$ cat src/rtl/bram_sp_fifo_ctrl_if.sv
// Stream and BRAM-port signal bundle for bram_sp_fifo_ctrl.
// master = the controller side, slave = the producer/consumer/BRAM environment.
interface bram_sp_fifo_ctrl_if #(
    parameter int DATA_WIDTH = 32,
    parameter int ADDR_WIDTH = 4
);
    logic                  s_valid;
    logic                  s_ready;
    logic [DATA_WIDTH-1:0] s_data;
    logic                  m_valid;
    logic                  m_ready;
    logic [DATA_WIDTH-1:0] m_data;
    logic [ADDR_WIDTH+1:0] count;
    logic                  full;
    logic                  empty;
    logic                  bram_en;
    logic                  bram_wr;
    logic [ADDR_WIDTH-1:0] bram_addr;
    logic [DATA_WIDTH-1:0] bram_din;
    logic [DATA_WIDTH-1:0] bram_dout;

    modport master (
        input  s_valid, s_data, m_ready, bram_dout,
        output s_ready, m_valid, m_data, count, full, empty,
               bram_en, bram_wr, bram_addr, bram_din
    );

    modport slave (
        output s_valid, s_data, m_ready, bram_dout,
        input  s_ready, m_valid, m_data, count, full, empty,
               bram_en, bram_wr, bram_addr, bram_din
    );
endinterface

$ cat src/rtl/bram_sp_fifo_ctrl.sv
// Valid/ready FIFO controller around a single-port synchronous BRAM: round-robin
// write/read arbitration of the one RAM port plus a 2-entry skid for read latency.
module bram_sp_fifo_ctrl #(
    parameter int DATA_WIDTH = 32,
    parameter int ADDR_WIDTH = 4
) (
    input  logic                clk,
    input  logic                rst_n,
    bram_sp_fifo_ctrl_if.master bus
);
    localparam int SKID_DEPTH = 2;
    localparam logic [ADDR_WIDTH:0]   MEM_FULL = {1'b1, {ADDR_WIDTH{1'b0}}};
    localparam logic [ADDR_WIDTH:0]   CNT_ONE  = (ADDR_WIDTH+1)'(1);
    localparam logic [ADDR_WIDTH-1:0] PTR_ONE  = ADDR_WIDTH'(1);

    logic [ADDR_WIDTH-1:0] r_wr_ptr;
    logic [ADDR_WIDTH-1:0] r_rd_ptr;
    logic [ADDR_WIDTH:0]   r_mem_cnt;
    logic                  r_inflight;
    logic                  r_last_wr;
    logic [1:0]            r_sk_cnt;
    logic [DATA_WIDTH-1:0] r_sk_data [SKID_DEPTH];

    logic                  w_rd_req;
    logic                  w_s_ready;
    logic                  w_grant_wr;
    logic                  w_grant_rd;
    logic                  w_push;
    logic                  w_pop;
    logic [1:0]            w_occ;
    logic [1:0]            w_sk_base;
    logic [ADDR_WIDTH+1:0] w_count;
    logic [DATA_WIDTH-1:0] w_sk_shift [SKID_DEPTH];
    logic [DATA_WIDTH-1:0] w_sk_next  [SKID_DEPTH];

    // Requests use registered state only, so s_ready never depends on s_valid.
    assign w_occ      = r_sk_cnt + {1'b0, r_inflight};
    assign w_rd_req   = rst_n && (r_mem_cnt != '0) && (w_occ < 2'd2);
    assign w_s_ready  = rst_n && (r_mem_cnt != MEM_FULL) && !(w_rd_req && r_last_wr);
    assign w_grant_wr = bus.s_valid && w_s_ready;
    assign w_grant_rd = w_rd_req && !w_grant_wr;

    assign w_push    = r_inflight;
    assign w_pop     = (r_sk_cnt != 2'd0) && bus.m_ready;
    assign w_sk_base = r_sk_cnt - {1'b0, w_pop};

    assign w_count = (ADDR_WIDTH+2)'(r_mem_cnt)
                   + (ADDR_WIDTH+2)'(r_inflight)
                   + (ADDR_WIDTH+2)'(r_sk_cnt);

    assign bus.s_ready   = w_s_ready;
    assign bus.m_valid   = (r_sk_cnt != 2'd0);
    assign bus.m_data    = r_sk_data[0];
    assign bus.count     = w_count;
    assign bus.full      = (r_mem_cnt == MEM_FULL);
    assign bus.empty     = (w_count == '0);
    assign bus.bram_en   = w_grant_wr || w_grant_rd;
    assign bus.bram_wr   = w_grant_wr;
    assign bus.bram_addr = w_grant_wr ? r_wr_ptr : r_rd_ptr;
    assign bus.bram_din  = bus.s_data;

    always_ff @(posedge clk) begin
        if (!rst_n) begin
            r_wr_ptr   <= '0;
            r_rd_ptr   <= '0;
            r_mem_cnt  <= '0;
            r_inflight <= 1'b0;
            r_last_wr  <= 1'b0;
            r_sk_cnt   <= 2'd0;
        end else begin
            if (w_grant_wr) begin
                r_wr_ptr <= r_wr_ptr + PTR_ONE;
            end
            if (w_grant_rd) begin
                r_rd_ptr <= r_rd_ptr + PTR_ONE;
            end
            case ({w_grant_wr, w_grant_rd})
                2'b10:   r_mem_cnt <= r_mem_cnt + CNT_ONE;
                2'b01:   r_mem_cnt <= r_mem_cnt - CNT_ONE;
                default: r_mem_cnt <= r_mem_cnt;
            endcase
            r_inflight <= w_grant_rd;
            if (w_grant_wr) begin
                r_last_wr <= 1'b1;
            end else if (w_grant_rd) begin
                r_last_wr <= 1'b0;
            end
            r_sk_cnt <= r_sk_cnt + {1'b0, w_push} - {1'b0, w_pop};
        end
    end

    // Each skid slot either takes the returning BRAM word (tail after any pop),
    // shifts toward the head on a pop, or holds.
    for (genvar gi = 0; gi < SKID_DEPTH; gi++) begin : g_skid
        if (gi == SKID_DEPTH - 1) begin : g_tail
            assign w_sk_shift[gi] = r_sk_data[gi];
        end else begin : g_body
            assign w_sk_shift[gi] = r_sk_data[gi+1];
        end
        assign w_sk_next[gi] = (w_push && (w_sk_base == 2'(gi))) ? bus.bram_dout
                             : (w_pop ? w_sk_shift[gi] : r_sk_data[gi]);
    end

    always_ff @(posedge clk) begin
        r_sk_data <= w_sk_next;
    end
endmodule

$ cat src/flat_wrapper.sv
// flat-port wrapper written by rule: the top's interface ports become plain ports
module bram_sp_fifo_ctrl_flat 
#(
    parameter int DATA_WIDTH = 32,
    parameter int ADDR_WIDTH = 4
)
  (clk, rst_n, bus_s_valid, bus_s_data, bus_m_ready, bus_bram_dout, bus_s_ready, bus_m_valid, bus_m_data, bus_count, bus_full, bus_empty, bus_bram_en, bus_bram_wr, bus_bram_addr, bus_bram_din);
  bram_sp_fifo_ctrl_if #(.DATA_WIDTH(DATA_WIDTH), .ADDR_WIDTH(ADDR_WIDTH)) bus_i ();
  input  logic clk;
  input  logic rst_n;
  input wire logic [$bits(bus_i.s_valid)-1:0] bus_s_valid;
  input wire logic [$bits(bus_i.s_data)-1:0] bus_s_data;
  input wire logic [$bits(bus_i.m_ready)-1:0] bus_m_ready;
  input wire logic [$bits(bus_i.bram_dout)-1:0] bus_bram_dout;
  output wire logic [$bits(bus_i.s_ready)-1:0] bus_s_ready;
  output wire logic [$bits(bus_i.m_valid)-1:0] bus_m_valid;
  output wire logic [$bits(bus_i.m_data)-1:0] bus_m_data;
  output wire logic [$bits(bus_i.count)-1:0] bus_count;
  output wire logic [$bits(bus_i.full)-1:0] bus_full;
  output wire logic [$bits(bus_i.empty)-1:0] bus_empty;
  output wire logic [$bits(bus_i.bram_en)-1:0] bus_bram_en;
  output wire logic [$bits(bus_i.bram_wr)-1:0] bus_bram_wr;
  output wire logic [$bits(bus_i.bram_addr)-1:0] bus_bram_addr;
  output wire logic [$bits(bus_i.bram_din)-1:0] bus_bram_din;
  assign bus_i.s_valid = bus_s_valid;
  assign bus_i.s_data = bus_s_data;
  assign bus_i.m_ready = bus_m_ready;
  assign bus_i.bram_dout = bus_bram_dout;
  assign bus_s_ready = bus_i.s_ready;
  assign bus_m_valid = bus_i.m_valid;
  assign bus_m_data = bus_i.m_data;
  assign bus_count = bus_i.count;
  assign bus_full = bus_i.full;
  assign bus_empty = bus_i.empty;
  assign bus_bram_en = bus_i.bram_en;
  assign bus_bram_wr = bus_i.bram_wr;
  assign bus_bram_addr = bus_i.bram_addr;
  assign bus_bram_din = bus_i.bram_din;
  bram_sp_fifo_ctrl #(.DATA_WIDTH(DATA_WIDTH), .ADDR_WIDTH(ADDR_WIDTH)) u_core (.clk(clk), .rst_n(rst_n), .bus(bus_i));
endmodule
$ cat config.mk
export PLATFORM = sky130hd
export DESIGN_NAME = bram_sp_fifo_ctrl_flat
export DESIGN_NICKNAME = d
export VERILOG_FILES = /design/src/rtl/bram_sp_fifo_ctrl_if.sv /design/src/rtl/bram_sp_fifo_ctrl.sv /design/src/flat_wrapper.sv
export SDC_FILE = /design/constraint.sdc
export NUM_CORES = 1
export LEC_CHECK = 0
export CORE_ASPECT_RATIO = 0.9
export CORE_MARGIN = 2
export CORE_UTILIZATION = 44
export CTS_CLUSTER_SIZE = 25
export DETAILED_ROUTE_END_ITERATION = 8
export MAX_ROUTING_LAYER = met4
export PLACE_DENSITY = 0.79
export SETUP_SLACK_MARGIN = 0.1
export SYNTH_ARGS = -nofsm -noshare
export SYNTH_HDL_FRONTEND = slang
export SYNTH_SLANG_ARGS = --single-unit
$ cat constraint.sdc
create_clock -name clk -period 3.7 [get_ports clk]
set_input_delay 0.74 -clock clk [delete_from_list [all_inputs] [get_ports clk]]
set_output_delay 0.74 -clock clk [all_outputs]
set_load 0.02 [all_outputs]
; ---- Yosys cells after proc, flatten, opt, wreduce, memory -nomap -nowiden
; Cells that the tools add are included.
[op_classes]
n_reduce_logical = 20
n_lt_le_gt_ge = 1
n_eq_ne = 5
n_addsub = 9
mux = 6
[op_table]
columns = operator, n
row1 = 2-to-1 mux 32 bit, 2
row2 = logical AND 1 bit, 10
row3 = one-hot mux 5 bit (2 select lines), 1
row4 = "adder 4 x 1 -> 4 bit, second input constant", 2
row5 = nonzero test 2 bit, 4
row6 = adder 5 x 1 -> 6 bit, 1
row7 = adder 6 x 2 -> 6 bit, 1
row8 = logical NOT 6 bit, 1
row9 = "adder 5 x 1 -> 5 bit, second input constant", 1
row10 = "== test 5 bit, second input constant", 1
row11 = "!= test 5 bit, second input constant", 1
row12 = nonzero test 5 bit, 1
row13 = "subtractor 5 x 1 -> 5 bit, second input constant", 1
row14 = "== test 2 x 1 -> 1 bit, second input constant", 2
row15 = 2-to-1 mux 4 bit, 1
row16 = subtractor 2 x 1 -> 2 bit, 2
row17 = adder 2 x 1 -> 2 bit, 1
row18 = "== test 2 bit, second input constant", 1
row19 = logical NOT 1 bit, 2
row20 = logical NOT 2 bit, 1
row21 = "less-than comparator 2 bit, second input constant", 1
row22 = 2-to-1 mux 1 bit, 2
row23 = logical OR 1 bit, 1
[totals]
in_bits = 68
reg_bits = 81

; ---- Logic depth before layout (Yosys ltp)
; Gate-level depths: netlist of the first run.
[logic_depth]
word_depth = 11
mapped_depth = 10
depth_no_buf = 10

; ---- Worst setup path before layout of the first run
; OpenSTA, ideal clock, no wires.
[synth_path]
path_type = register to register
startpoint = register u_core.r_sk_cnt[1]
endpoint = register u_core.r_sk_data[0] in the netlist's numbering (enable)
arrival_ns = 2.700
stages_incl_launch_ff = 7
synth_period_minus_slack_ns = 3.122
setup_slack_ns = 0.578
t_required_ns = 3.279
n_path_buf = 0
setup_time_ns = 0.421
cell_sequence = dfxtp_1 or2_2 and2_1 ha_1 xnor2_1 nand2_1 nor2_1
[synth_between]
elab_chain_cells = 5
[synth_rtl]
columns = item, line
row1 = "start, declared", bram_sp_fifo_ctrl.sv:21  ; logic [1:0] r_sk_cnt;
row2 = "start signal, assigned", bram_sp_fifo_ctrl.sv:88  ; r_sk_cnt <= r_sk_cnt + {1'b0, w_push} - {1'b0, w_pop};
row3 = nonzero test 2 bit, -
row4 = named net bus_m_valid, flat_wrapper.sv:16  ; output wire logic [$bits(bus_i.m_valid)-1:0] bus_m_valid;
row5 = logical AND 1 bit, bram_sp_fifo_ctrl.sv:44  ; assign w_pop = (r_sk_cnt != 2'd0) && bus.m_ready;
row6 = subtractor 2 x 1 -> 2 bit, bram_sp_fifo_ctrl.sv:45  ; assign w_sk_base = r_sk_cnt - {1'b0, w_pop};
row7 = == test 2 x 1 -> 1 bit, bram_sp_fifo_ctrl.sv:100  ; assign w_sk_next[gi] = (w_push && (w_sk_base == 2'(gi))) ? bus.bram_dout
row8 = logical AND 1 bit, bram_sp_fifo_ctrl.sv:100
row9 = "end signal, assigned", bram_sp_fifo_ctrl.sv:105  ; r_sk_data <= w_sk_next;
row10 = "end, declared", bram_sp_fifo_ctrl.sv:22  ; logic [DATA_WIDTH-1:0] r_sk_data [SKID_DEPTH];
; The timed path passes the listed nets, and every way through them passes these cells.
; A chain may end at the register's enable or synchronous reset.

; ---- Worst setup path after layout of the first run
[layout_path]
startpoint = register u_core.r_mem_cnt[0]
endpoint = output port bus_empty
[layout_between]
elab_chain_cells = 3
[layout_rtl]
columns = item, line
row1 = "start, declared", bram_sp_fifo_ctrl.sv:18  ; logic [ADDR_WIDTH:0] r_mem_cnt;
row2 = "start signal, assigned", bram_sp_fifo_ctrl.sv:78  ; 2'b10: r_mem_cnt <= r_mem_cnt + CNT_ONE;
row3 = "start signal, assigned", bram_sp_fifo_ctrl.sv:79  ; 2'b01: r_mem_cnt <= r_mem_cnt - CNT_ONE;
row4 = "start signal, assigned", bram_sp_fifo_ctrl.sv:80  ; default: r_mem_cnt <= r_mem_cnt;
row5 = adder 5 x 1 -> 6 bit, bram_sp_fifo_ctrl.sv:48  ; + (ADDR_WIDTH+2)'(r_inflight)
row6 = adder 6 x 2 -> 6 bit, bram_sp_fifo_ctrl.sv:49  ; + (ADDR_WIDTH+2)'(r_sk_cnt);
row7 = logical NOT 6 bit, bram_sp_fifo_ctrl.sv:56  ; assign bus.empty = (w_count == '0);
row8 = "end, declared", flat_wrapper.sv:20  ; output wire logic [$bits(bus_i.empty)-1:0] bus_empty;
; No other way between the ends.

==> reports/qor.yml, run 1 <==
hold_viol: 0
start_kind: "flop"
rsz0062_at_grt: "false"
boundaryPins: 148
endpoint_kind: "output port"
path_max_fanout: 6
core-area_mm2: 0.00861
ant_nets: 0
postSynthCellCount: 293
first_global_vias: 2163
drive_gt1_frac: 0.204
cts_buffers: 9
pre_cts_slack_ns: 0.276
syn-num-nets: 373
finalSetupViolations: 0
ys_async_sr_fraction: 0
synth_top_area_cell: "edfxtp_1"
numPortBuffers: 83
netlist_area_mm2: 0.00390
drt_first_pass_iters: 4
avgRoutedWirePerCell_um: 14.9
initial_core_util: 0.454
ys_ff_latch: 81
vias: 2175
nets: 404
worstMarginPinSlew_ns: 0.425
area_growth_pct: 18.8
rows: 32
ys_types: 40
path_buf_inv: 1
ys_top_cells_by_count: "buf_4, edfxtp_1, mux2_2"
worst_clock_skew_ns: 0.0127
wl_um: 6680
max_slew_margin: 0.716
vias_per_cell: 4.85
clk_pin_slew_ns: 0.08
fill_cells: 722
synth_edf_count: 64
ys_seq_area_frac: 0.579
synthFlopType: "edfxtp_1"
dr.first_iter.drc_count: 61
peakVddDrop_mv: 0.382
power.density_mw_per_mm2: 817
crit_top_cell: "fa_1"
p_leak_nw: 1.69
dp_hpwl_um: 4810
max_stage_delay_ns: 0.47
clock.fmax_ghz: 0.300
die_h_um: 93.4
min_path_type: "flop to flop"
clkLatencyLatePin_ns: 0.35
holdBufCountCts: 0
root_buffer: "clkbuf_8"
status: "finished, final reports clean"
grt_start_max_net_pins: 25
setup_slack_ns: 0.363
cp_slowest_cell: "or4_1"
post-cts-setup-buffers: 0
die_w_um: 103
antenna_found_initial: 0
maxCapViolations: 0
fin_crit_sh: 0.902
critPathArrivalTime_ns: 2.60
drc: 0
cpLargestDelayFamily: "adder cells"
grt_first_pass_wirelength_um: 10800
tritoncts: "done"
gp_congestion: 0.821
synth_area_leaders: "edfxtp_1, buf_4, mux2_2"
fin_total_pwr_mw: 3.79
syn_area_per_cell_um2: 13.3
yosys.area.top_type_share: 0.492
fin_setup_tns_ns: 0
ys_warn_count: 0
path_cells: "fa_1 -> fa_1 -> xor2_1 -> or4_1 -> nor3_1 -> clkbuf_2"
min_period_ns: 3.34
diodes: 0
globalRouteOverflowTotal: 0
h-tree-depth: 3
clock-sinks: 81
grt_util_all_layers: 0.151
design.die.area_mm2: 0.00965
criticalPathCategory: "flop to output port"
clockBufferDepth: 2
slew_violations: 0
worst_ep_required_time_ns: 2.96
flip-flops by register name, indices dropped and copies added (netlist names):
name               count
u_core.bus.m_data     32
u_core.r_sk_data      32
u_core.r_mem_cnt       5
u_core.r_rd_ptr        4
u_core.r_wr_ptr        4
u_core.r_sk_cnt        2
u_core.r_inflight      1
u_core.r_last_wr       1
kinds of logic after synthesis:
family	Yosys count	share of synthesized area
AO/OA/AOI/OAI	18	0.0292
XOR/XNOR	11	0.0266
adder cells (fa/ha/maj)	12	0.0442
buffers and inverters	75	0.135
flip-flops	81	0.579
multiplexers	39	0.110
AND/OR/NAND/NOR	57	0.0756
cells in the final DEF, fill, tap and decap left out, types with 2 or more instances in the layout:
master           count
a211oi_1             2
a21o_1               2
a21oi_1              6
a21oi_2              2
and3_1               2
buf_12               2
buf_4                4
clkbuf_8             9
clkdlybuf4s50_1     82
clkinv_1             2
clkinv_4             2
clkinvlp_4           2
dfxtp_1             17
edfxtp_1            64
fa_1                 3
ha_1                 9
inv_1                4
inv_6                2
mux2_2              32
mux2i_1              7
nand2_1             27
nand2b_1             2
nand3_1              2
nand3_2              2
nand4_1              2
nor2_1               8
o21ai_0              3
xnor2_1              7
xor2_1               3
where the power goes:
part	switching [mW]	total (mW)	internal, mW
combinational	0.890	1.72	0.826
clock	0.334	0.583	0.248
sequential	0.148	1.49	1.34
total	1.37	3.79	2.42
per-stage QoR:
| step | hold slack [ns] | cells | utilization | cell area [µm²] |
|---|---|---|---|---|
| floorplan | 0.433 | 293 | - | 3910 |
| global placement | 0.447 | 432 | 0.519 | 4470 |
| detailed placement | 0.452 | 432 | 0.519 | 4470 |
| CTS | 0.465 | 448 | 0.539 | 4640 |
| global route | 0.505 | 448 | 0.539 | 4640 |
| finish | 0.466 | 448 | 0.539 | 4640 |
routing by layer:
layer | share of wire | track usage | wire (µm)
met3 | 0.080 | 0.0598 | 535
met1 | 0.42 | 0.178 | 2840
met5 | 0 | - | 0
met4 | 0.021 | 0.0537 | 141
met2 | 0.47 | 0.235 | 3170
final timing paths:
path	from	end	slack (ns)	cells past startpoint
worst min-delay path	u_core.r_wr_ptr[3]$_SDFFE_PN0P_	u_core.r_wr_ptr[3]$_SDFFE_PN0P_	0.47	1
worst max-delay path	u_core.r_mem_cnt[0]$_SDFFE_PN0P_	bus_empty	0.36	6
worst max register to register	u_core.r_mem_cnt[0]$_SDFFE_PN0P_	u_core.r_mem_cnt[4]$_SDFFE_PN0P_	1.07	10
worst min register to register	u_core.r_wr_ptr[3]$_SDFFE_PN0P_	u_core.r_wr_ptr[3]$_SDFFE_PN0P_	0.47	1
worst register-to-register path: cells and delay by family (launching register included):
kind / cells / cell delay [ns]
simple gates: 2 / 0.79
mux: 1 / 0.06
flops: 1 / 0.41
buf+inv: 1 / 0.17
fa+ha+maj: 1 / 0.40
compound gates: 5 / 0.73
final cells by class:
cell class	instances	area, µm²	share of cell area
clock buffer	9	124	0.0267
clock inverter	7	53.8	0.0116
sequential	81	2260	0.488
multi-input combinational	137	1130	0.244
timing repair buffer	89	896	0.193
inverter	6	23.8	0.00512
tap	119	149	0.0321
what timing repair did:
action | in CTS | in global routing
endpoints found under the setup margin | 1 | 1
gates resized for setup | 1 | 3
pin swaps | 0 | 0
Note: power is estimated with default switching activity, not from simulation.
==> inputs of run 2 (changes only) <==
--- a/config.mk
+++ b/config.mk
@@ -6,7 +6,6 @@
 export NUM_CORES = 1
 export LEC_CHECK = 0
 export CORE_ASPECT_RATIO = 0.9
-export CORE_MARGIN = 2
 export CORE_UTILIZATION = 44
 export CTS_CLUSTER_SIZE = 25
 export DETAILED_ROUTE_END_ITERATION = 8
==> run 2 against run 1 <==
  * Cell count fell by 0.22%
  * Via count fell by 1.7%
  * Die area fell by 4.0%
  * Utilization rose by 0.26 points
  * Hold slack got worse by 0.0020 ns
  * Non-clock buffer count fell by 1
  * Clock-buffer cell count did not move
  * Global-route usage rose by 0.76 points
  * Register-to-register slack got worse by 0.03 ns
  * Sequential cell count did not move
  * Worst setup slack got worse by 0.11 ns
  * Cell area rose by 0.49%
==> reports/qor.yml, run 2 (same netlist as run 1, synthesis figures left out) <==
drc: 0  # unchanged
reg2reg_depth: 10  # unchanged
nets: 403  # -0.25%
worstMarginPinSlew_ns: 0.378  # -0.0474 ns
root_buffer: "clkbuf_8"
min_period_ns: 3.45  # +0.113 ns
final_cell_mix: "clkdlybuf4s50_1, edfxtp_1, mux2_2, nand2_1, dfxtp_1"
area_growth_pct: 19.4
drive_gt1_frac: 0.198  # -0.00548
crit_top_cell: "fa_1"
regArea_mm2: 0.00226  # unchanged
internal_power_mw: 2.49  # +3.0%
tritoncts: "done"
maxCapViolations: 0  # unchanged
r2r_end: "u_core.r_mem_cnt[4]$_SDFFE_PN0P_"
clock-sinks: 81  # unchanged
reg2reg_slack_ns: 1.04  # -0.03 ns
status: "finished, final reports clean"
vias_per_cell: 4.79  # -1.4%
postLayoutCoreUtil: 0.542  # +0.00262
die_h_um: 91.4  # -2.1%
first_global_vias: 2248  # +3.9%
slew_violations: 0  # unchanged
max_stage_delay_ns: 0.47  # about the same
cp-endpoint: "bus_empty"
grt_start_max_net_pins: 31  # +24%
power.switching_mw: 1.37  # -0.24%
avgRoutedWirePerCell_um: 14.7  # -1.5%
antenna_found_initial: 0  # unchanged
path_max_fanout: 6  # unchanged
worst_ep_required_time_ns: 2.96  # about the same
initial_core_util: 0.454  # unchanged
min_path_type: "flop to flop"
dpl_cell_area_mm2: 0.00446  # -0.17%
design.die.area_mm2: 0.00926  # -4.0%
clock.fmax_ghz: 0.290  # -3.3%
switching_share: 0.355  # -0.00741
ant_nets: 0  # unchanged
max_slew_margin: 0.747  # +0.0310
start_kind: "flop"
critPathArrivalTime_ns: 2.71  # +0.11 ns
endpoint_kind: "output port"
power.density_mw_per_mm2: 828  # +1.3%
mostFrequentLayoutCell: "clkdlybuf4s50_1"
fin_crit_sh: 0.933  # +0.0306
p_clk_frac: 0.168  # +0.014
p_leak_nw: 1.70  # +0.61%
dr.first_iter.drc_count: 42  # -31%
multiInputGateArea_mm2: 0.00113  # unchanged
die_w_um: 101  # -1.9%
grt_util_all_layers: 0.159  # +0.00765
rsz0062_at_grt: "false"
pre_cts_slack_ns: 0.314  # +0.0384 ns
post_cts_resized: 1  # unchanged
diodes: 0  # unchanged
peakVddDrop_mv: 0.341  # -11%
drt_first_pass_iters: 5  # +1
fin_setup_tns_ns: 0  # unchanged
vias: 2139  # -1.7%
clkLatencyLatePin_ns: 0.34  # about the same
worst_clock_skew_ns: 0.0121  # -0.000634 ns
clk_pin_slew_ns: 0.09  # about the same
final_area_mm2: 0.00466  # +0.49%
setup_slack_ns: 0.250  # -0.113 ns
numPortBuffers: 83  # unchanged
holdBufCountCts: 0  # unchanged
clockBufferDepth: 2  # unchanged
core-area_mm2: 0.00861  # unchanged
fill_cells: 708  # -1.9%
r2r-start: "u_core.r_mem_cnt[0]$_SDFFE_PN0P_"
pwr-share-seq: 0.385  # -0.008
criticalPathCategory: "flop to output port"
gp_congestion: 0.843  # +2.7%
hold_viol: 0  # unchanged
dp_hpwl_um: 4610  # -4.2%
rows: 32  # unchanged
wl_um: 6570  # -1.7%
cts_buffers: 9  # unchanged
cp_slowest_cell: "or4_1"
startpoint: "u_core.r_mem_cnt[0]$_SDFFE_PN0P_"
path_cells: "fa_1 -> fa_1 -> xor2_1 -> or4_1 -> nor3_1 -> clkdlybuf4s15_1"
h-tree-depth: 3  # unchanged
boundaryPins: 148  # unchanged
combinationalPowerShare: 0.447  # -0.006
post-cts-setup-buffers: 0  # unchanged
globalRouteOverflowTotal: 0  # unchanged
grt_first_pass_wirelength_um: 10900  # +0.77%
finalSetupViolations: 0  # unchanged
[run 2: how the worst min path moves through the flow]
stage,start,endpoint,slack [ns],depth (start not counted)
floorplan,u_core.r_rd_ptr[3]$_SDFFE_PN0P_,u_core.r_rd_ptr[3]$_SDFFE_PN0P_,0.43,1
global placement,u_core.r_wr_ptr[3]$_SDFFE_PN0P_,u_core.r_wr_ptr[3]$_SDFFE_PN0P_,0.46,1
detailed placement,u_core.r_rd_ptr[3]$_SDFFE_PN0P_,u_core.r_rd_ptr[3]$_SDFFE_PN0P_,0.45,1
CTS,u_core.r_rd_ptr[3]$_SDFFE_PN0P_,u_core.r_rd_ptr[3]$_SDFFE_PN0P_,0.47,1
global route,u_core.r_rd_ptr[3]$_SDFFE_PN0P_,u_core.r_rd_ptr[3]$_SDFFE_PN0P_,0.48,1
finish,u_core.r_rd_ptr[3]$_SDFFE_PN0P_,u_core.r_rd_ptr[3]$_SDFFE_PN0P_,0.46,1
[run 2: per-layer routing]
layer / vias up / wire length (µm) / GRT usage
met3: 16 / 404 / 0.0608
met4: 0 / 82 / 0.0568
met2: 84 / 3240 / 0.259
li1: 1040 / - / -
met5: - / 0 / -
met1: 999 / 2840 / 0.176
[run 2: through the flow]
step / total power [mW] / hold WS, ns / cells
after detailed placement: 3.26 / 0.452 / 431
after global placement: 3.23 / 0.455 / 431
after CTS: 3.91 / 0.467 / 447
final: 3.86 / 0.464 / 447
after global routing: 4.09 / 0.476 / 447
after floorplan: 2.77 / 0.433 / 293
[run 2: critical path, delay by kind of cell (launching register included)]
kind / cells / cell delay [ns]
adder cells (fa/ha/maj): 2 / 0.86
buffers and inverters: 1 / 0.32
AND/OR/NAND/NOR: 2 / 0.61
XOR/XNOR: 1 / 0.16
flip-flops: 1 / 0.41
[run 2: layout make-up]
| cell class | count | share of cell area |
|---|---|---|
| flip-flops and latches | 81 | 0.485 |
| multi-input cells | 137 | 0.243 |
| repair buffers | 88 | 0.192 |
| well taps | 119 | 0.0319 |
| clock buffers | 9 | 0.0266 |
| clock inverters | 7 | 0.0169 |
| inverters | 6 | 0.00510 |
[run 2: power by group through the flow]
stage                     logic, mW  registers, mW  clock network, mW
final                          1.72           1.49              0.647
after global routing           1.86           1.52              0.713
after CTS                      1.75           1.49              0.672
after detailed placement       1.75           1.51                  0
after global placement         1.73           1.50                  0
after floorplan                1.30           1.47                  0
==> inputs of run 3 (changes only) <==
--- a/config.mk
+++ b/config.mk
@@ -5,6 +5,7 @@
 export SDC_FILE = /design/constraint.sdc
 export NUM_CORES = 1
 export LEC_CHECK = 0
+export CAP_MARGIN = 10
 export CORE_ASPECT_RATIO = 0.9
 export CORE_UTILIZATION = 44
 export CTS_CLUSTER_SIZE = 25
@@ -12,6 +13,7 @@
 export MAX_ROUTING_LAYER = met4
 export PLACE_DENSITY = 0.79
 export SETUP_SLACK_MARGIN = 0.1
+export SKIP_LAST_GASP = 1
 export SYNTH_ARGS = -nofsm -noshare
 export SYNTH_HDL_FRONTEND = slang
 export SYNTH_SLANG_ARGS = --single-unit
==> results of run 3 <==
Final layout, timing and power as in run 2 (identical DEF).
